$ cat src/rtl/instruction_set_pkg.sv
// rtl/instruction_set_pkg.sv - shared ISA widths, opcode encoding and flag layout
//
// Purpose: single source of the datapath widths, the eOperation encoding and
// the sFlags layout used by the ALU and by everything that talks to it.
// Opcode 0 (OP_NOP) is the reset/idle encoding. Encodings 13..15 are reserved:
// the ALU returns '0 for them.
package InstructionSetPkg;

  localparam int DataWidth      = 16;
  localparam int ImmediateWidth = 8;

  typedef enum logic [3:0] {
    OP_NOP  = 4'd0,
    OP_MOVE = 4'd1,
    OP_ADD  = 4'd2,
    OP_ADC  = 4'd3,
    OP_SUB  = 4'd4,
    OP_AND  = 4'd5,
    OP_OR   = 4'd6,
    OP_XOR  = 4'd7,
    OP_MUL  = 4'd8,
    OP_MUH  = 4'd9,
    OP_DIV  = 4'd10,
    OP_MOD  = 4'd11,
    OP_LDI  = 4'd12
  } eOperation;

  typedef struct packed {
    logic zero;
    logic carry;
    logic parity;
  } sFlags;

endpackage

$ cat src/rtl/alu_request_arbiter_if.sv
// rtl/alu_request_arbiter_if.sv - two-requester request/response bundle for the ALU arbiter
//
// Purpose: groups the per-requester request channel (valid/ready plus operand
// payload) and the response channel (per-owner valid/ready plus the shared
// result bus).
// Modports:
//   master : requester side; drives req_* payload, req_valid and rsp_ready
//   slave  : arbiter side; drives req_ready, rsp_valid, rsp_result,
//            rsp_flags and rsp_div_zero
interface alu_request_arbiter_if;

  logic [1:0]                                          req_valid;
  logic [1:0]                                          req_ready;
  InstructionSetPkg::eOperation                        req_op    [2];
  logic signed [InstructionSetPkg::DataWidth-1:0]      req_src   [2];
  logic signed [InstructionSetPkg::DataWidth-1:0]      req_dest  [2];
  logic signed [InstructionSetPkg::ImmediateWidth-1:0] req_imm   [2];
  InstructionSetPkg::sFlags                            req_flags [2];

  logic [1:0]                                          rsp_valid;
  logic [1:0]                                          rsp_ready;
  logic signed [InstructionSetPkg::DataWidth-1:0]      rsp_result;
  InstructionSetPkg::sFlags                            rsp_flags;
  logic                                                rsp_div_zero;

  modport master (
    output req_valid, req_op, req_src, req_dest, req_imm, req_flags, rsp_ready,
    input  req_ready, rsp_valid, rsp_result, rsp_flags, rsp_div_zero
  );

  modport slave (
    input  req_valid, req_op, req_src, req_dest, req_imm, req_flags, rsp_ready,
    output req_ready, rsp_valid, rsp_result, rsp_flags, rsp_div_zero
  );

endinterface

$ cat src/rtl/alu_request_arbiter.sv
// rtl/alu_request_arbiter.sv - round-robin sharing of one combinational ALU between two requesters
//
// Purpose: grants one of two requesters (round robin on contention), latches
// its operands, holds them on the ALU inputs for a per-opcode number of cycles
// (long-path DIV/MOD/MUL/MUH get LongOpCycles), captures result and flags and
// returns them to the owner over a valid/ready response.
// Ports:
//   i_clk            : clock, rising edge
//   i_rst            : synchronous active-high reset
//   io_bus           : request/response bundle (slave side)
//   o_alu_operation  : opcode to the ALU
//   o_alu_in_flags   : flags to the ALU
//   o_alu_in_imm     : immediate to the ALU
//   o_alu_in_src     : source operand to the ALU
//   o_alu_in_dest    : destination operand to the ALU
//   i_alu_out_dest   : ALU result
//   i_alu_out_flags  : ALU output flags
module alu_request_arbiter
  import InstructionSetPkg::*;
#(
  parameter int LongOpCycles  = 4,
  parameter int ShortOpCycles = 1
) (
  input  logic                             i_clk,
  input  logic                             i_rst,
  alu_request_arbiter_if.slave             io_bus,
  output eOperation                        o_alu_operation,
  output sFlags                            o_alu_in_flags,
  output logic signed [ImmediateWidth-1:0] o_alu_in_imm,
  output logic signed [DataWidth-1:0]      o_alu_in_src,
  output logic signed [DataWidth-1:0]      o_alu_in_dest,
  input  logic signed [DataWidth-1:0]      i_alu_out_dest,
  input  sFlags                            i_alu_out_flags
);

  localparam logic [1:0] IDLE = 2'd0;
  localparam logic [1:0] EXEC = 2'd1;
  localparam logic [1:0] RESP = 2'd2;

  localparam logic [3:0] LongLoad  = 4'(LongOpCycles - 1);
  localparam logic [3:0] ShortLoad = 4'(ShortOpCycles - 1);

  logic [1:0]                      r_state;
  logic                            r_last_grant;
  logic                            r_owner;
  logic [3:0]                      r_cnt;
  eOperation                       r_op;
  logic signed [DataWidth-1:0]     r_src;
  logic signed [DataWidth-1:0]     r_dest;
  logic signed [ImmediateWidth-1:0] r_imm;
  sFlags                           r_flags;
  logic signed [DataWidth-1:0]     r_result;
  sFlags                           r_rsp_flags;
  logic                            r_div_zero;

  logic      w_accept;
  logic      w_grant;
  logic      w_is_long;
  logic      w_div_zero;
  logic      w_rsp_done;
  eOperation w_grant_op;

  always_comb begin
    w_accept = (r_state == IDLE) && (|io_bus.req_valid);
    // On contention the requester that did not win last time goes next.
    if (&io_bus.req_valid) begin
      w_grant = ~r_last_grant;
    end else begin
      w_grant = io_bus.req_valid[1];
    end
    w_grant_op = io_bus.req_op[w_grant];
    w_is_long  = (w_grant_op == OP_DIV) || (w_grant_op == OP_MOD) ||
                 (w_grant_op == OP_MUL) || (w_grant_op == OP_MUH);
    // Zero divisor: the ALU output is meaningless, so it is replaced.
    w_div_zero = ((r_op == OP_DIV) || (r_op == OP_MOD)) && (r_src == '0);
    w_rsp_done = (r_state == RESP) && io_bus.rsp_ready[r_owner];
  end

  assign io_bus.req_ready    = w_accept ? (w_grant ? 2'b10 : 2'b01) : 2'b00;
  assign io_bus.rsp_valid    = (r_state == RESP) ? (r_owner ? 2'b10 : 2'b01) : 2'b00;
  assign io_bus.rsp_result   = r_result;
  assign io_bus.rsp_flags    = r_rsp_flags;
  assign io_bus.rsp_div_zero = r_div_zero;

  // ALU inputs come only from the latched registers, so they hold still for
  // the whole EXEC window and keep their last value while idle.
  assign o_alu_operation = r_op;
  assign o_alu_in_flags  = r_flags;
  assign o_alu_in_imm    = r_imm;
  assign o_alu_in_src    = r_src;
  assign o_alu_in_dest   = r_dest;

  always_ff @(posedge i_clk) begin
    if (i_rst) begin
      r_state      <= IDLE;
      r_last_grant <= 1'b1;
      r_owner      <= 1'b0;
      r_cnt        <= '0;
      r_op         <= OP_NOP;
      r_src        <= '0;
      r_dest       <= '0;
      r_imm        <= '0;
      r_flags      <= '0;
      r_result     <= '0;
      r_rsp_flags  <= '0;
      r_div_zero   <= 1'b0;
    end else begin
      case (r_state)
        IDLE: begin
          if (w_accept) begin
            r_op         <= w_grant_op;
            r_src        <= io_bus.req_src[w_grant];
            r_dest       <= io_bus.req_dest[w_grant];
            r_imm        <= io_bus.req_imm[w_grant];
            r_flags      <= io_bus.req_flags[w_grant];
            r_owner      <= w_grant;
            r_last_grant <= w_grant;
            r_cnt        <= w_is_long ? LongLoad : ShortLoad;
            r_state      <= EXEC;
          end
        end
        EXEC: begin
          if (r_cnt == 4'd0) begin
            if (w_div_zero) begin
              r_result    <= '0;
              r_rsp_flags <= r_flags;
              r_div_zero  <= 1'b1;
            end else begin
              r_result    <= i_alu_out_dest;
              r_rsp_flags <= i_alu_out_flags;
              r_div_zero  <= 1'b0;
            end
            r_state <= RESP;
          end else begin
            r_cnt <= r_cnt - 4'd1;
          end
        end
        RESP: begin
          if (w_rsp_done) begin
            r_state <= IDLE;
          end
        end
        default: r_state <= IDLE;
      endcase
    end
  end

endmodule

$ cat src/flat_wrapper.sv
// flat-port wrapper written by rule: the top's interface ports become plain ports
module alu_request_arbiter_flat import InstructionSetPkg::*;
#(
  parameter int LongOpCycles  = 4,
  parameter int ShortOpCycles = 1
)
  (i_clk, i_rst, o_alu_operation, o_alu_in_flags, o_alu_in_imm, o_alu_in_src, o_alu_in_dest, i_alu_out_dest, i_alu_out_flags, io_bus_req_valid, io_bus_req_op, io_bus_req_src, io_bus_req_dest, io_bus_req_imm, io_bus_req_flags, io_bus_rsp_ready, io_bus_req_ready, io_bus_rsp_valid, io_bus_rsp_result, io_bus_rsp_flags, io_bus_rsp_div_zero);
  alu_request_arbiter_if io_bus_i ();
  input  logic i_clk;
  input  logic i_rst;
  output eOperation o_alu_operation;
  output sFlags o_alu_in_flags;
  output logic signed [ImmediateWidth-1:0] o_alu_in_imm;
  output logic signed [DataWidth-1:0] o_alu_in_src;
  output logic signed [DataWidth-1:0] o_alu_in_dest;
  input  logic signed [DataWidth-1:0] i_alu_out_dest;
  input  sFlags i_alu_out_flags;
  input wire logic [$bits(io_bus_i.req_valid)-1:0] io_bus_req_valid;
  input wire logic [$bits(io_bus_i.req_op)-1:0] io_bus_req_op;
  input wire logic [$bits(io_bus_i.req_src)-1:0] io_bus_req_src;
  input wire logic [$bits(io_bus_i.req_dest)-1:0] io_bus_req_dest;
  input wire logic [$bits(io_bus_i.req_imm)-1:0] io_bus_req_imm;
  input wire logic [$bits(io_bus_i.req_flags)-1:0] io_bus_req_flags;
  input wire logic [$bits(io_bus_i.rsp_ready)-1:0] io_bus_rsp_ready;
  output wire logic [$bits(io_bus_i.req_ready)-1:0] io_bus_req_ready;
  output wire logic [$bits(io_bus_i.rsp_valid)-1:0] io_bus_rsp_valid;
  output wire logic [$bits(io_bus_i.rsp_result)-1:0] io_bus_rsp_result;
  output wire logic [$bits(io_bus_i.rsp_flags)-1:0] io_bus_rsp_flags;
  output wire logic [$bits(io_bus_i.rsp_div_zero)-1:0] io_bus_rsp_div_zero;
  assign io_bus_i.req_valid = io_bus_req_valid;
  assign io_bus_i.req_op = {>>{io_bus_req_op}};
  assign io_bus_i.req_src = {>>{io_bus_req_src}};
  assign io_bus_i.req_dest = {>>{io_bus_req_dest}};
  assign io_bus_i.req_imm = {>>{io_bus_req_imm}};
  assign io_bus_i.req_flags = {>>{io_bus_req_flags}};
  assign io_bus_i.rsp_ready = io_bus_rsp_ready;
  assign io_bus_req_ready = io_bus_i.req_ready;
  assign io_bus_rsp_valid = io_bus_i.rsp_valid;
  assign io_bus_rsp_result = io_bus_i.rsp_result;
  assign io_bus_rsp_flags = io_bus_i.rsp_flags;
  assign io_bus_rsp_div_zero = io_bus_i.rsp_div_zero;
  alu_request_arbiter #(.LongOpCycles(LongOpCycles), .ShortOpCycles(ShortOpCycles)) u_core (.i_clk(i_clk), .i_rst(i_rst), .io_bus(io_bus_i), .o_alu_operation(o_alu_operation), .o_alu_in_flags(o_alu_in_flags), .o_alu_in_imm(o_alu_in_imm), .o_alu_in_src(o_alu_in_src), .o_alu_in_dest(o_alu_in_dest), .i_alu_out_dest(i_alu_out_dest), .i_alu_out_flags(i_alu_out_flags));
endmodule
$ cat config.mk
export PLATFORM = sky130hd
export DESIGN_NAME = alu_request_arbiter_flat
export DESIGN_NICKNAME = d
export VERILOG_FILES = /design/src/rtl/instruction_set_pkg.sv /design/src/rtl/alu_request_arbiter_if.sv /design/src/rtl/alu_request_arbiter.sv /design/src/flat_wrapper.sv
export SDC_FILE = /design/constraint.sdc
export NUM_CORES = 1
export LEC_CHECK = 0
export CORE_ASPECT_RATIO = 0.9
export CORE_MARGIN = 2
export CORE_UTILIZATION = 35
export DETAILED_ROUTE_END_ITERATION = 10
export PLACE_DENSITY = 0.77
export SLEW_MARGIN = 15
export SYNTH_ARGS = -nofsm -noshare
export SYNTH_HDL_FRONTEND = slang
export SYNTH_SLANG_ARGS = --single-unit
$ cat constraint.sdc
create_clock -name i_clk -period 2.89 [get_ports i_clk]
set_input_delay 0.4335 -clock i_clk [delete_from_list [all_inputs] [get_ports i_clk]]
set_output_delay 0.4335 -clock i_clk [all_outputs]
set_load 0.05 [all_outputs]
==> flow_summary_export.csv <==
group,metric,value,unit
outcome,outcome,"finished clean",
clock_tree,ctsResizeCount,0,
setup_path,worstPathRequired,2.46,ns
global_routing,grt.total_usage,21.9,%
setup_path,start_kind,"flop",
clock_tree,clk_path_buf_depth,2,
yosys,yosys_warnings,0,
floorplan,ios,190,
setup_path,worstSetupEndpointType,"primary output",
clock_tree,cts_buffers,9,
min_path,hold_class,"reg2reg",
yosys,yosys-top-cells-count,"dfxtp_1 (75), nor2_1 (45), a222oi_1 (34), nand2_1 (28), a21oi_1 (19)",
power,max-vdd-ir-drop,0.000349,V
timing,finalCriticalPeriod,2.39,ns
routing,wl_per_cell,17.0,um
setup_path,crit_type,"reg2out",
timing,tightest_slew,0.766,ns
floorplan,initial_core_util,36.0,%
timing,fmax,419,MHz
setup_path,reg2reg_slack,0.77,ns
yosys,synth.distinct_cells,46,
clock_tree,clk_pin_slew,0.08,ns
placement,placed_cells,616,
clock_tree,ctsHoldBuffers,0,
global_routing,grt_pass1_vias,3333,
routing,drc,0,
timing,hold_viol,0,
finish,antennaDiodeCount,0,
routing,routed_wl,10800,um
floorplan,die_area,9590,um^2
floorplan,std_cell_rows,32,
timing,tns,0,ns
yosys,synth_area,3090,um^2
clock_tree,cts_setup_buffers,0,
global_routing,grt_max_degree,49,
yosys,synth_area_per_cell,9.38,um^2
global_routing,antenna_found_initial,0,
clock_tree,cts_sinks,75,
timing,rsz0062_at_grt,"no",
timing,slew_viol_final,0,
finish,nets,629,
yosys,synth_fp_nets,450,
placement,io_buffers,189,
finish,multi_input_area,1450,um^2
yosys,ys_seq_area_share,48.6,%
clock_tree,tritoncts,"built",
timing,fin_crit_sh,82.6,%
routing,drtAntennaViolNets,0,
timing,fin_ws,0.502,ns
floorplan,fp.dieH,93.1,um
finish,seqCellArea,1500,um^2
routing,vias,3364,
yosys,synth_top_area_share,48.6,%
placement,dp_worst_setup_slack,0.452,ns
routing,drt_first_pass_iters,6,
global_routing,grt_pass1_wl,16400,um
placement,gp_congestion,0.824,
finish,final_cells,632,
yosys,synthCells,329,
power,pwr_density_cell,759,nW/um^2
placement,hpwl,7820,um
timing,maxSlewHeadroom,48.5,%
routing,drt_iter0_drc,292,
yosys,synthTopCellsByArea,"dfxtp_1 (49%), a222oi_1 (11%), nor2_1 (5.5%), o211ai_1 (3.9%), nand2_1 (3.4%)",
clock_tree,htree_levels,3,
power,power,0.00400,W
yosys,ys_ff_latch,75,
setup_path,crit_arrival,1.95,ns
floorplan,dieWidth,103,um
yosys,async_flop_share,0,%
clock_tree,insertion_delay,0.35,ns
yosys,synth_most_common_cell,"dfxtp_1",
floorplan,coreArea,8570,um^2
clock_tree,clockRootBuffer,"clkbuf_8",
routing,via_per_inst,5.32,
setup_path,crit_fanout,8,
power,leakage,1.92,nW
finish,nFillCells,766,
timing,finClkSkew,0.00971,ns
timing,finalSetupViolations,0,
yosys,yosysTopAreaCell,"dfxtp_1",
run,maxCapViolCount,0,
finish,drive_gt1_share,6.82,%
yosys,synth-edff-count,0,
global_routing,grt-ovfl-total,0,
finish,syn_to_final_growth,70.8,%
yosys,synth-main-ff-cell,"dfxtp_1",
-- area by class of cell --
class / instances / share of cell area (%)
clock buffers: 11 / 2.68
clock inverters: 5 / 0.997
inverters: 3 / 0.214
multi-input cells: 222 / 27.5
flip-flops and latches: 75 / 28.5
well taps: 119 / 2.82
repair buffers: 197 / 37.3
-- per-stage QoR --
step	util, %	hold slack (ns)	area, um^2
floorplan	-	0.456	3090
global placement	59.3	0.441	5080
detailed placement	59.3	0.446	5080
CTS	61.5	0.457	5270
global route	61.5	0.475	5270
finish	61.5	0.457	5270
-- placed cells by master, fill, tap and decap left out, types with 3 or more instances in the layout --
cell type	synthesis	routed
a21oi_1	19	19
nand2_1	28	28
and2_1	10	10
buf_4	0	8
inv_1	3	3
a222oi_1	34	34
dfxtp_1	75	75
nor4_1	3	3
or3_1	5	5
nor2_1	45	45
clkdlybuf4s50_1	0	186
o21a_1	3	3
nand3b_1	4	4
o211ai_1	16	16
clkbuf_8	0	10
a311oi_1	4	4
a221o_1	9	9
nand2b_1	5	5
o21ai_0	6	6
a211oi_1	3	3
clkinv_2	0	3
-- final timing paths --
check | start | endpoint | cells after the start
hold / removal | u_core.io_bus.rsp_result[12] | u_core.io_bus.rsp_result[12] | 2
setup / recovery | u_core.r_state[1] | io_bus_rsp_valid[0] | 2
setup reg to reg | u_core.r_state[1] | u_core.o_alu_in_dest[2] | 4
hold reg to reg | u_core.io_bus.rsp_result[12] | u_core.io_bus.rsp_result[12] | 2
-- state kept, by name, summed over array words and instances, names as in the netlist --
signal,count
u_core.o_alu_operation,4
u_core.r_cnt,4
u_core.io_bus.rsp_div_zero,1
u_core.io_bus.rsp_flags,3
u_core.o_alu_in_src,16
u_core.io_bus.rsp_result,16
u_core.r_owner,1
u_core.r_state,2
u_core.r_last_grant,1
u_core.o_alu_in_flags,3
u_core.o_alu_in_imm,8
u_core.o_alu_in_dest,16
-- cells by family (layout without fill, tap and decap cells) --
logic type               after synthesis  count (layout)  share of synthesized area [%]
AND/OR/NAND/NOR                      116             116                           18.7
AO/OA/AOI/OAI                        102             102                           26.6
flip-flops                            75              75                           48.6
buffers and inverters                 32             216                           4.62
adder cells (fa/ha/maj)                2               2                          0.811
multiplexers                           2               2                          0.649
-- where the power goes --
group          total, W  switching (W)  internal (W)  leakage, nW
sequential      0.00136       0.000141       0.00122        0.616
clock          0.000811       0.000392      0.000419       0.0991
combinational   0.00183        0.00112      0.000709         1.20
-- critical path, stage by stage (launching register included) --
cell and delay [ns]:
dfxtp_1 0.53, nor3b_1 0.23, clkdlybuf4s50_1 0.85
-- layer usage --
metal	vias up	share of wire (%)	GRT usage [%]
met4	0	1.9	9.10
li1	1615	-	-
met3	18	8.4	5.38
met1	1585	42	27.0
met2	146	48	36.3
met5	-	0	0
(Power assumes the default switching activity.)
